<file path="config.mk">
export PLATFORM = sky130hd
export DESIGN_NAME = mmio_uart_ctrl
export DESIGN_NICKNAME = d
export VERILOG_FILES = /design/src/rtl/mmio_uart_ctrl.sv
export SDC_FILE = /design/constraint.sdc
export NUM_CORES = 1
export LEC_CHECK = 0
export ABC_AREA = 1
export BUFFER_PORTS_ARGS = -buffer_cell sky130_fd_sc_hd__buf_4
export CAP_MARGIN = 20
export CORE_MARGIN = 5
export CORE_UTILIZATION = 45
export DETAILED_ROUTE_END_ITERATION = 6
export PLACE_DENSITY = 0.67
export SLEW_MARGIN = 25
export SYNTH_ARGS = -nofsm -noshare
export SYNTH_HDL_FRONTEND = slang
export SYNTH_SLANG_ARGS = --single-unit
</file>
<file path="constraint.sdc">
create_clock -name clk -period 3.3 [get_ports clk]
set_clock_uncertainty 0.2 [all_clocks]
set_input_delay 0.66 -clock clk [delete_from_list [all_inputs] [get_ports clk]]
set_output_delay 0.66 -clock clk [all_outputs]
set_load 0.02 [all_outputs]
</file>
<file path="src/rtl/mmio_uart_ctrl.sv">
// mmio_uart_ctrl: memory-mapped UART bridge with TX/RX FIFOs and optional cycle/instruction counters.
//
// Ports:
//   clk, rst        - CPU clock; asynchronous active-high reset
//   addr, wdata     - execute-stage address and store data (only wdata[7:0] is used)
//   we, re          - store / load strobes in execute
//   inst_retired    - one instruction retired this cycle (counted only with MMIO_COUNTERS_EN)
//   rdata           - registered load data, valid the cycle after re
//   uart_tx_*       - byte stream to the UART transmitter (valid/ready)
//   uart_rx_*       - byte stream from the UART receiver (valid/ready)
//
// Build option: define MMIO_COUNTERS_EN to include the 32-bit cycle and retired-instruction
// counters at 0x10/0x14 (cleared by a write to 0x18); otherwise those reads return 0.
module mmio_uart_ctrl #(
   parameter int FIFO_DEPTH = 8
) (
   input  logic        clk,
   input  logic        rst,
   input  logic [31:0] addr,
   input  logic [31:0] wdata,
   input  logic        we,
   input  logic        re,
   input  logic        inst_retired,
   output logic [31:0] rdata,
   output logic [7:0]  uart_tx_data,
   output logic        uart_tx_valid,
   input  logic        uart_tx_ready,
   input  logic [7:0]  uart_rx_data,
   input  logic        uart_rx_valid,
   output logic        uart_rx_ready
);
   localparam int AW = $clog2(FIFO_DEPTH);
   logic        hit;
   logic [7:0]  sel;
   logic [31:0] cyc_val, ins_val, rd_val;
   assign hit = addr[31:28] == 4'h8;
   assign sel = addr[7:0];
   // TX FIFO: pointers carry an extra wrap bit so full and empty are distinguishable
   logic [7:0]  tx_mem [FIFO_DEPTH];
   logic [AW:0] tx_wp, tx_rp;
   logic        tx_empty, tx_full, tx_push, tx_pop;
   assign tx_empty = tx_wp == tx_rp;
   assign tx_full  = (tx_wp[AW] != tx_rp[AW]) && (tx_wp[AW-1:0] == tx_rp[AW-1:0]);
   assign tx_push  = we && hit && sel == 8'h08 && !tx_full;
   assign tx_pop   = !tx_empty && uart_tx_ready;
   assign uart_tx_valid = !tx_empty;
   assign uart_tx_data  = tx_empty ? 8'h00 : tx_mem[tx_rp[AW-1:0]];
   always_ff @(posedge clk or posedge rst) begin
      if (rst) begin
         tx_wp <= '0;
         tx_rp <= '0;
      end else begin
         if (tx_push) tx_wp <= tx_wp + 1'b1;
         if (tx_pop) tx_rp <= tx_rp + 1'b1;
      end
   end
   always_ff @(posedge clk) begin
      if (tx_push) tx_mem[tx_wp[AW-1:0]] <= wdata[7:0];
   end
   // RX FIFO: a full FIFO deasserts ready so the UART holds its byte
   logic [7:0]  rx_mem [FIFO_DEPTH];
   logic [AW:0] rx_wp, rx_rp;
   logic        rx_empty, rx_full, rx_push, rx_pop;
   logic [7:0]  rx_head;
   assign rx_empty = rx_wp == rx_rp;
   assign rx_full  = (rx_wp[AW] != rx_rp[AW]) && (rx_wp[AW-1:0] == rx_rp[AW-1:0]);
   assign rx_push  = uart_rx_valid && !rx_full;
   assign rx_pop   = re && hit && sel == 8'h04 && !rx_empty;
   assign rx_head  = rx_empty ? 8'h00 : rx_mem[rx_rp[AW-1:0]];
   assign uart_rx_ready = !rx_full;
   always_ff @(posedge clk or posedge rst) begin
      if (rst) begin
         rx_wp <= '0;
         rx_rp <= '0;
      end else begin
         if (rx_push) rx_wp <= rx_wp + 1'b1;
         if (rx_pop) rx_rp <= rx_rp + 1'b1;
      end
   end
   always_ff @(posedge clk) begin
      if (rx_push) rx_mem[rx_wp[AW-1:0]] <= uart_rx_data;
   end
`ifdef MMIO_COUNTERS_EN
   logic [31:0] cyc_cnt, ins_cnt;
   logic        clr;
   logic        unused;
   assign clr = we && hit && sel == 8'h18;
   assign unused = ^{wdata[31:8], addr[27:8]};
   // a clear wins over the increment of the same cycle
   always_ff @(posedge clk or posedge rst) begin
      if (rst || clr) begin
         cyc_cnt <= '0;
         ins_cnt <= '0;
      end else begin
         cyc_cnt <= cyc_cnt + 1'b1;
         if (inst_retired) ins_cnt <= ins_cnt + 1'b1;
      end
   end
   assign cyc_val = cyc_cnt;
   assign ins_val = ins_cnt;
`else
   logic unused;
   assign unused  = ^{wdata[31:8], addr[27:8], inst_retired};
   assign cyc_val = '0;
   assign ins_val = '0;
`endif
   // load data is taken from the pre-edge state, so status ignores this edge's push/pop
   assign rd_val = !(re && hit) ? 32'h0 :
                   sel == 8'h00 ? {30'h0, !rx_empty, !tx_full} :
                   sel == 8'h04 ? {24'h0, rx_head} :
                   sel == 8'h10 ? cyc_val :
                   sel == 8'h14 ? ins_val : 32'h0;
   always_ff @(posedge clk or posedge rst) begin
      if (rst) rdata <= '0;
      else rdata <= rd_val;
   end
endmodule

</file>
# == Yosys cells after proc, flatten, opt, wreduce, memory -nomap -nowiden ==
# Memories as Yosys holds them, arrays and structs flattened.
# Cells that the tools add are included.
# word_totals
out_inout_bits,42
wordCells,44
ram_bits,128
reg_bits,24
inputBits,79
memories,2
# op_classes
n_eq_ne,9
addsub,4
reduce_logical,15
muxes,9
# memory_table
memory,words,word_bits,rd,rd_ports_with_merged_regs,write_ports,line_no,rtl
rx_mem,8,8,1,0,1,61,logic [7:0] rx_mem [FIFO_DEPTH];
tx_mem,8,8,1,0,1,39,logic [7:0] tx_mem [FIFO_DEPTH];
# op_table
cell,count
two-way mux 8 bit,5
adder 4 x 1 -> 4 bit (second input constant),4
logical AND 1 bit,10
equality test 4 bit,2
equality test 8 x 3 -> 1 bit (second input constant),1
equality test 8 x 4 -> 1 bit (second input constant),1
zero test 8 bit,1
equality test 3 bit,2
equality test 4 bit (second input constant),1
zero test 1 bit,4
two-way mux 1 bit,4
inequality test 1 bit,2

# == Logic depth before layout (Yosys ltp) ==
# Gate-level depths: netlist of run 1.
# depth
word_depth,6
depth_mapped,11
mapped_depth_nobuf,10

# == Worst setup path before layout of run 1 ==
# OpenSTA, ideal clock, no wires.
# synth_timing
kind,input to register
from,input port addr[5]
to,memory tx_mem[3][0] (enable)
path_buffers,0
arrival_time_ns,1.844
setup_ns,0.383
slack_ns,0.873
path_stages,5
required_time_ns,2.717
cell_sequence,nor2_1 > nand2_1 > nor3_2 > nand2_4 > nor3_1
# synth_via
elab_chain_cells,5
# synth_rtl
element,line_no,rtl
start: declaration,19,"input logic [31:0] addr,"
equality test 8 x 4 -> 1 bit,44,assign tx_push = we && hit && sel == 8'h08 && !tx_full;
logical AND 1 bit (2 in series),44,
two-way mux 1 bit,58,if (tx_push) tx_mem[tx_wp[AW-1:0]] <= wdata[7:0];
two-way mux 1 bit (implied by the code),58,
end: declaration,39,
# No other way between the ends.

# == Worst setup path in the final report of run 1 ==
# layout_timing
from,register tx_rp[1]
to,output port uart_tx_data[6]
# layout_via
elab_chain_cells,2
elab_cells_between_ends,3
cone_classes,eq/ne: 1; mux: 1; memory: 1
# layout_rtl
element,line_no,rtl
start: declaration,40,"logic [AW:0] tx_wp, tx_rp;"
start signal: assignment,54,if (tx_pop) tx_rp <= tx_rp + 1'b1;
memory read (8 x 8 bit) / equality test 4 bit (equally long branches),n/a,
two-way mux 8 bit *,47,assign uart_tx_data = tx_empty ? 8'h00 : tx_mem[tx_rp[AW-1:0]];
end: declaration,25,"output logic [7:0] uart_tx_data,"
# Mark *: on every way between the ends. The rest lies on a longest branch, timed or not.

==> reports/metrics.yaml, run 1 <==
grt_pass1_wl_mm: 20.88
cts_resized: 0
clockPowerShare_pct: 34.5
power_switching_mw: 1.740
maxCapViolCount: 0
ios: 121
power.total_mw: 5.745
multi_input_area_um2: 1873
synth_area_um2: 6666
std_cell_rows: 44
dieArea_um2: 17350
critPathKind: "flop to primary output"
synth-edff-count: 128
ys_warn_count: 0
drive_above_1_share_pct: 19.03
clk_latency_ps: 420
nets: 748
wire_per_inst_um: 15.42
via_count: 4386
dp_worst_setup_slack_ps: 699.4
worstSetupStartpointType: "flop"
ys_ff_latch: 152
fmax_ghz: 0.3252
setup_violations: 0
finalHoldViolations: 0
drc: 0
die_y_um: 131.7
areaGrowthSynthToFinish_pct: 17.19
hold_path_class: "primary input to asynchronous set/reset pin"
grt_overflow_total: 0
coreArea_um2: 14530
relSlewSlack_pct: 62.88
p_int_mw: 4.005
outcome: "finished, final reports clean"
synth_commonest_cells: "edfxtp_1 (128), nor2_1 (108), nand2_1 (95), o21ai_0 (70), buf_4 (29)"
fin_ws_ps: 225.2
final-seq-area_um2: 4444
async_flop_share_pct: 15.79
cp_max_fo: 13
grt_max_degree: 36
synth_top_area_share_pct: 57.66
p_sw_share_pct: 30.29
combPwrFrac_pct: 24.5
power.density_nw_per_um2: 735.3
required_ps: 2440
seq_area_frac_synth_pct: 66.67
ant_nets: 0
path_clk_slew_ps: 60
synthFlopType: "edfxtp_1"
wirelength_mm: 13.29
r2r_slack_ps: 1060
netlist_instances: 599
rsz0062_at_grt: "no"
gp_congestion: 0.8257
postSynthAreaPerCell_um2: 11.13
fin_setup_tns_ps: 0
drtIter0Drc: 303
start_util_pct: 45.87
fill_cells: 1180
crit_arrival_ps: 2210
ys_top_cells_by_area: "edfxtp_1 (58%), dfrtp_1 (9.0%), nor2_1 (6.1%), nand2_1 (5.3%), o21ai_0 (5.3%)"
cts_max_path_buffers: 2
cts-root-buf: "clkbuf_16"
track_usage_pct: 15.31
avgViaCountPerCell: 5.088
final.min_clock_period_ps: 3075
synth_most_common_cell: "edfxtp_1"
period_share_pct: 93.18
grt_antenna_before_repair: 0
leakage_nw: 2.989
tightest_slew_ps: 556.1
cts_tree: "yes"
first_pass_iters: 5
cts.sinks: 152
grt_pass1_vias: 4205
cp-end-kind: "primary output"
slew_violations: 0
yosys.area.top_type: "edfxtp_1"
cts-hold-fix-buffers: 0
antennaDiodeCount: 0
numCtsBuffers: 17
place.port_buffers: 51
p_seq_share_pct: 41.0
h-tree-depth: 4
yosysUniqueCellTypes: 34
die_w_um: 131.7
vdd_drop_max_mv: 0.4693
postCtsSetupRepairBufs: 0
dp_hpwl_mm: 8.674
[power groups by stage]
stage | sequential [mW] | clock [mW] | combinational (mW)
finish | 2.36 | 1.98 | 1.41
global route | 2.37 | 2.11 | 1.57
CTS | 2.35 | 2.02 | 1.42
detailed placement | 2.39 | 0 | 1.41
global placement | 2.39 | 0 | 1.38
floorplan | 2.32 | 0 | 1.05
[layout by cell type, fill, tap and decap left out, types with 6 or more instances in the layout]
cell / synthesis / final
conb_1: 1 / 24
o21ai_0: 70 / 70
edfxtp_1: 128 / 128
a21oi_1: 8 / 8
nor3_1: 10 / 10
o22ai_1: 8 / 8
xnor2_1: 7 / 7
clkbuf_16: 0 / 17
inv_1: 16 / 15
nand2_1: 95 / 95
nor2_1: 108 / 108
nand2_2: 6 / 6
buf_4: 29 / 74
inv_2: 7 / 8
o211ai_1: 8 / 8
nand3_1: 27 / 27
dfrtp_1: 24 / 24
[metrics by stage]
stage	util, %	hold WS [ps]	instances	cell area, um2
global placement	49.54	278.8	830	7201
detailed placement	49.54	296.3	830	7201
global route	53.75	133.9	862	7812
finish	53.75	100.7	862	7812
CTS	53.75	254.2	862	7812
floorplan	-	263.3	622	6753
[path summary, 6_finish.rpt]
kind / start / to / cells after the start
max in group asynchronous: rst / rdata[5]$_DFF_PP0_ / 2
min: rst / rdata[3]$_DFF_PP0_ / 2
max reg2reg: rx_rp[2]$_DFFE_PP0P_ / rx_mem[1][3]$_DFFE_PP_ / 7
min reg2reg: rx_rp[3]$_DFFE_PP0P_ / rx_rp[3]$_DFFE_PP0P_ / 2
max: tx_rp[1]$_DFFE_PP0P_ / uart_tx_data[6] / 7
min in group clk: wdata[2] / tx_mem[3][2]$_DFFE_PP_ / 1
[final cells by class]
type,instances,share of cell area (%)
inverter,25,1.249
sequential,152,56.89
tap,184,2.947
clock inverter,13,2.290
multi-input combinational,395,23.98
clock buffer,19,5.541
timing repair buffer,74,7.111
[critical path, cell delays in order, from the launching register on]
cell     delay [ps]
dfrtp_1         570
buf_4           280
inv_1           240
o21ai_0         150
o22ai_1         130
nor2_1           60
nor2_1          190
buf_4           180
[flip-flops by register name (all words and copies together) (netlist names)]
| name | flops |
|---|---|
| tx_mem | 64 |
| tx_wp | 4 |
| rx_rp | 4 |
| rx_wp | 4 |
| rx_mem | 64 |
| tx_rp | 4 |
| rdata | 8 |
[cells by family (layout without fill, tap and decap cells)]
kind of cell / Yosys count / after routing / share of synthesized area (%)
and+or+nand+nor: 256 / 256 / 16.20
DFF: 152 / 152 / 66.67
AOI/OAI and AO/OA: 97 / 97 / 7.733
buffers and inverters: 75 / 131 / 6.532
xor gates and xnor gates: 14 / 14 / 2.065
adders and majority gates: 4 / 4 / 0.7508
other: 1 / 24 / 0.05625
[metal layers]
| metal | routed length [um] | GRT usage [%] | share of wire, % | up-vias |
|---|---|---|---|---|
| li1 | - | - | - | 2144 |
| met1 | 5554 | 19.13 | 42 | 2081 |
| met2 | 6698 | 25.20 | 50 | 144 |
| met3 | 869 | 4.625 | 6.5 | 17 |
| met4 | 168 | 5.714 | 1.3 | 0 |
| met5 | 0 | 0 | 0 | - |
Power figures use the tool's default switching activity.
==> inputs of run 2 (changes only) <==
--- a/config.mk
+++ b/config.mk
@@ -10,7 +10,7 @@
 export CAP_MARGIN = 20
 export CORE_MARGIN = 5
-export CORE_UTILIZATION = 45
+export CORE_UTILIZATION = 50
 export DETAILED_ROUTE_END_ITERATION = 6
-export PLACE_DENSITY = 0.67
+export PLACE_DENSITY = 0.73
 export SLEW_MARGIN = 25
 export SYNTH_ARGS = -nofsm -noshare
==> constraint.sdc (replaced) <==
create_clock -name clk -period 3.65 [get_ports clk]
set_clock_uncertainty 0.2 [all_clocks]
set_input_delay 0.365 -clock clk [delete_from_list [all_inputs] [get_ports clk]]
set_output_delay 0.365 -clock clk [all_outputs]
set_load 0.02 [all_outputs]
==> run 2 against run 1 <==
Against the previous run: first-iteration DRC count is 9.9% higher; critical path depth is 2 higher; register-to-register slack better by 130 ps; utilization is 6.3 points higher; total power is 12% lower; non-clock buffer count is 11 higher; worst hold slack worse by 80 ps; count of clock-buffer cells in the layout stayed put; highest routed layer unchanged.
==> reports/metrics.yaml, run 2 (synthesis gave the netlist of run 1 again) <==
dp_cells: 816
die_y_um: 125.5
antennaDiodeCount: 0
dieArea_um2: 15740
wirelength_mm: 13.45
postCtsSetupRepairBufs: 0
place.port_buffers: 51
start_util_pct: 50.74
final.min_clock_period_ps: 2796
slew_violations: 0
ios: 121
crit_arrival_ps: 2230
rsz0062_at_grt: "no"
p_sw_share_pct: 31.48
outcome: "finished, final reports clean"
clockPowerShare_pct: 33.1
layout_common_cells: "edfxtp_1 (128), nor2_1 (108), nand2_1 (95)"
tightest_slew_ps: 868.1
grt_pass1_wl_mm: 21.38
fin_setup_tns_ps: 0
ant_nets: 0
wire_per_inst_um: 15.54
cts_resized: 0
required_ps: 3080
power.total_mw: 5.082
fmax_ghz: 0.3577
clk_latency_ps: 410
combPwrFrac_pct: 25.0
numCtsBuffers: 17
leakage_nw: 3.010
nets: 759
critPathKind: "flop to primary output"
worstSetupStartpointType: "flop"
avgViaCountPerCell: 5.142
power_switching_mw: 1.600
setup_violations: 0
cts-root-buf: "clkbuf_16"
h-tree-depth: 4
drtIter0Drc: 333
r2r_slack_ps: 1190
relSlewSlack_pct: 41.91
gp_congestion: 0.7921
areaGrowthSynthToFinish_pct: 18.39
hold_path_class: "primary input to flop"
drive_above_1_share_pct: 18.00
stdcell_count: 865
path_clk_slew_ps: 60
via_count: 4448
cp_max_fo: 34
grt_max_degree: 36
layout_commonest_cell: "edfxtp_1"
track_usage_pct: 17.34
drc: 0
dp_hpwl_mm: 8.475
p_seq_share_pct: 41.8
vdd_drop_max_mv: 0.3176
grt_pass1_vias: 4240
cts_max_path_buffers: 2
cts-hold-fix-buffers: 16
p_int_mw: 3.482
grt_overflow_total: 0
die_w_um: 125.5
finalHoldViolations: 0
period_share_pct: 76.59
grt_antenna_before_repair: 0
maxCapViolCount: 0
std_cell_rows: 42
first_pass_iters: 5
cp-end-kind: "primary output"
power.density_nw_per_um2: 643.9
cts.sinks: 152
cts_tree: "yes"
coreArea_um2: 13140
run 2: power groups by stage:
stage / logic [mW] / registers [mW] / clock network (mW)
finish: 1.27 / 2.13 / 1.68
global route: 1.42 / 2.14 / 1.81
CTS: 1.28 / 2.12 / 1.71
detailed placement: 1.26 / 2.16 / 0
global placement: 1.22 / 2.16 / 0
floorplan: 0.949 / 2.10 / 0
run 2: critical path, stage by stage (launching register included):
cell,delay (ps)
dfrtp_1,360
clkinv_2,360
nand2_1,190
nand2_1,80
nand2_2,80
nor2_4,40
nand2_2,240
nand2_1,100
nor2_1,180
buf_4,180
run 2: final timing paths:
| path | from | cells past startpoint | to |
|---|---|---|---|
| max in group asynchronous | rst | 3 | tx_wp[1]$_DFFE_PP0P_ |
| min in group asynchronous | rst | 3 | rdata[0]$_DFF_PP0_ |
| hold reg to reg | rx_rp[3]$_DFFE_PP0P_ | 2 | rx_rp[3]$_DFFE_PP0P_ |
| setup / recovery | tx_rp[0]$_DFFE_PP0P_ | 9 | uart_tx_data[6] |
| setup reg to reg | rx_rp[0]$_DFFE_PP0P_ | 6 | rx_mem[2][5]$_DFFE_PP_ |
| hold / removal | uart_tx_ready | 3 | tx_rp[1]$_DFFE_PP0P_ |
run 2: routing by layer:
layer	vias up	wire [um]	track usage, %
li1	2162	-	-
met1	2092	5660	22.73
met2	179	6571	27.91
met3	15	1029	4.733
met4	0	184	6.250
met5	-	0	0
run 2: metrics by stage:
step           hold slack, ps  utilization (%)  worst slack [ps]  area [um2]
4_1_cts                 8.132            60.00             827.4        7883
3_3_place_gp            288.2            54.39              1255        7146
5_1_grt                 21.29            60.08             695.7        7893
2_1_floorplan           179.6                -              1473        6753
3_5_place_dp            301.3            54.39              1220        7146
6_report                20.41            60.08             854.4        7893
run 2: final cells by class:
| cell class | count | area [um2] |
|---|---|---|
| clock inverter | 13 | 143.9 |
| sequential | 152 | 4444 |
| tap | 176 | 220.2 |
| multi-input combinational | 395 | 1873 |
| clock buffer | 19 | 432.9 |
| fill | 1020 | 5245 |
| inverter | 25 | 97.59 |
| timing repair buffer | 85 | 680.7 |
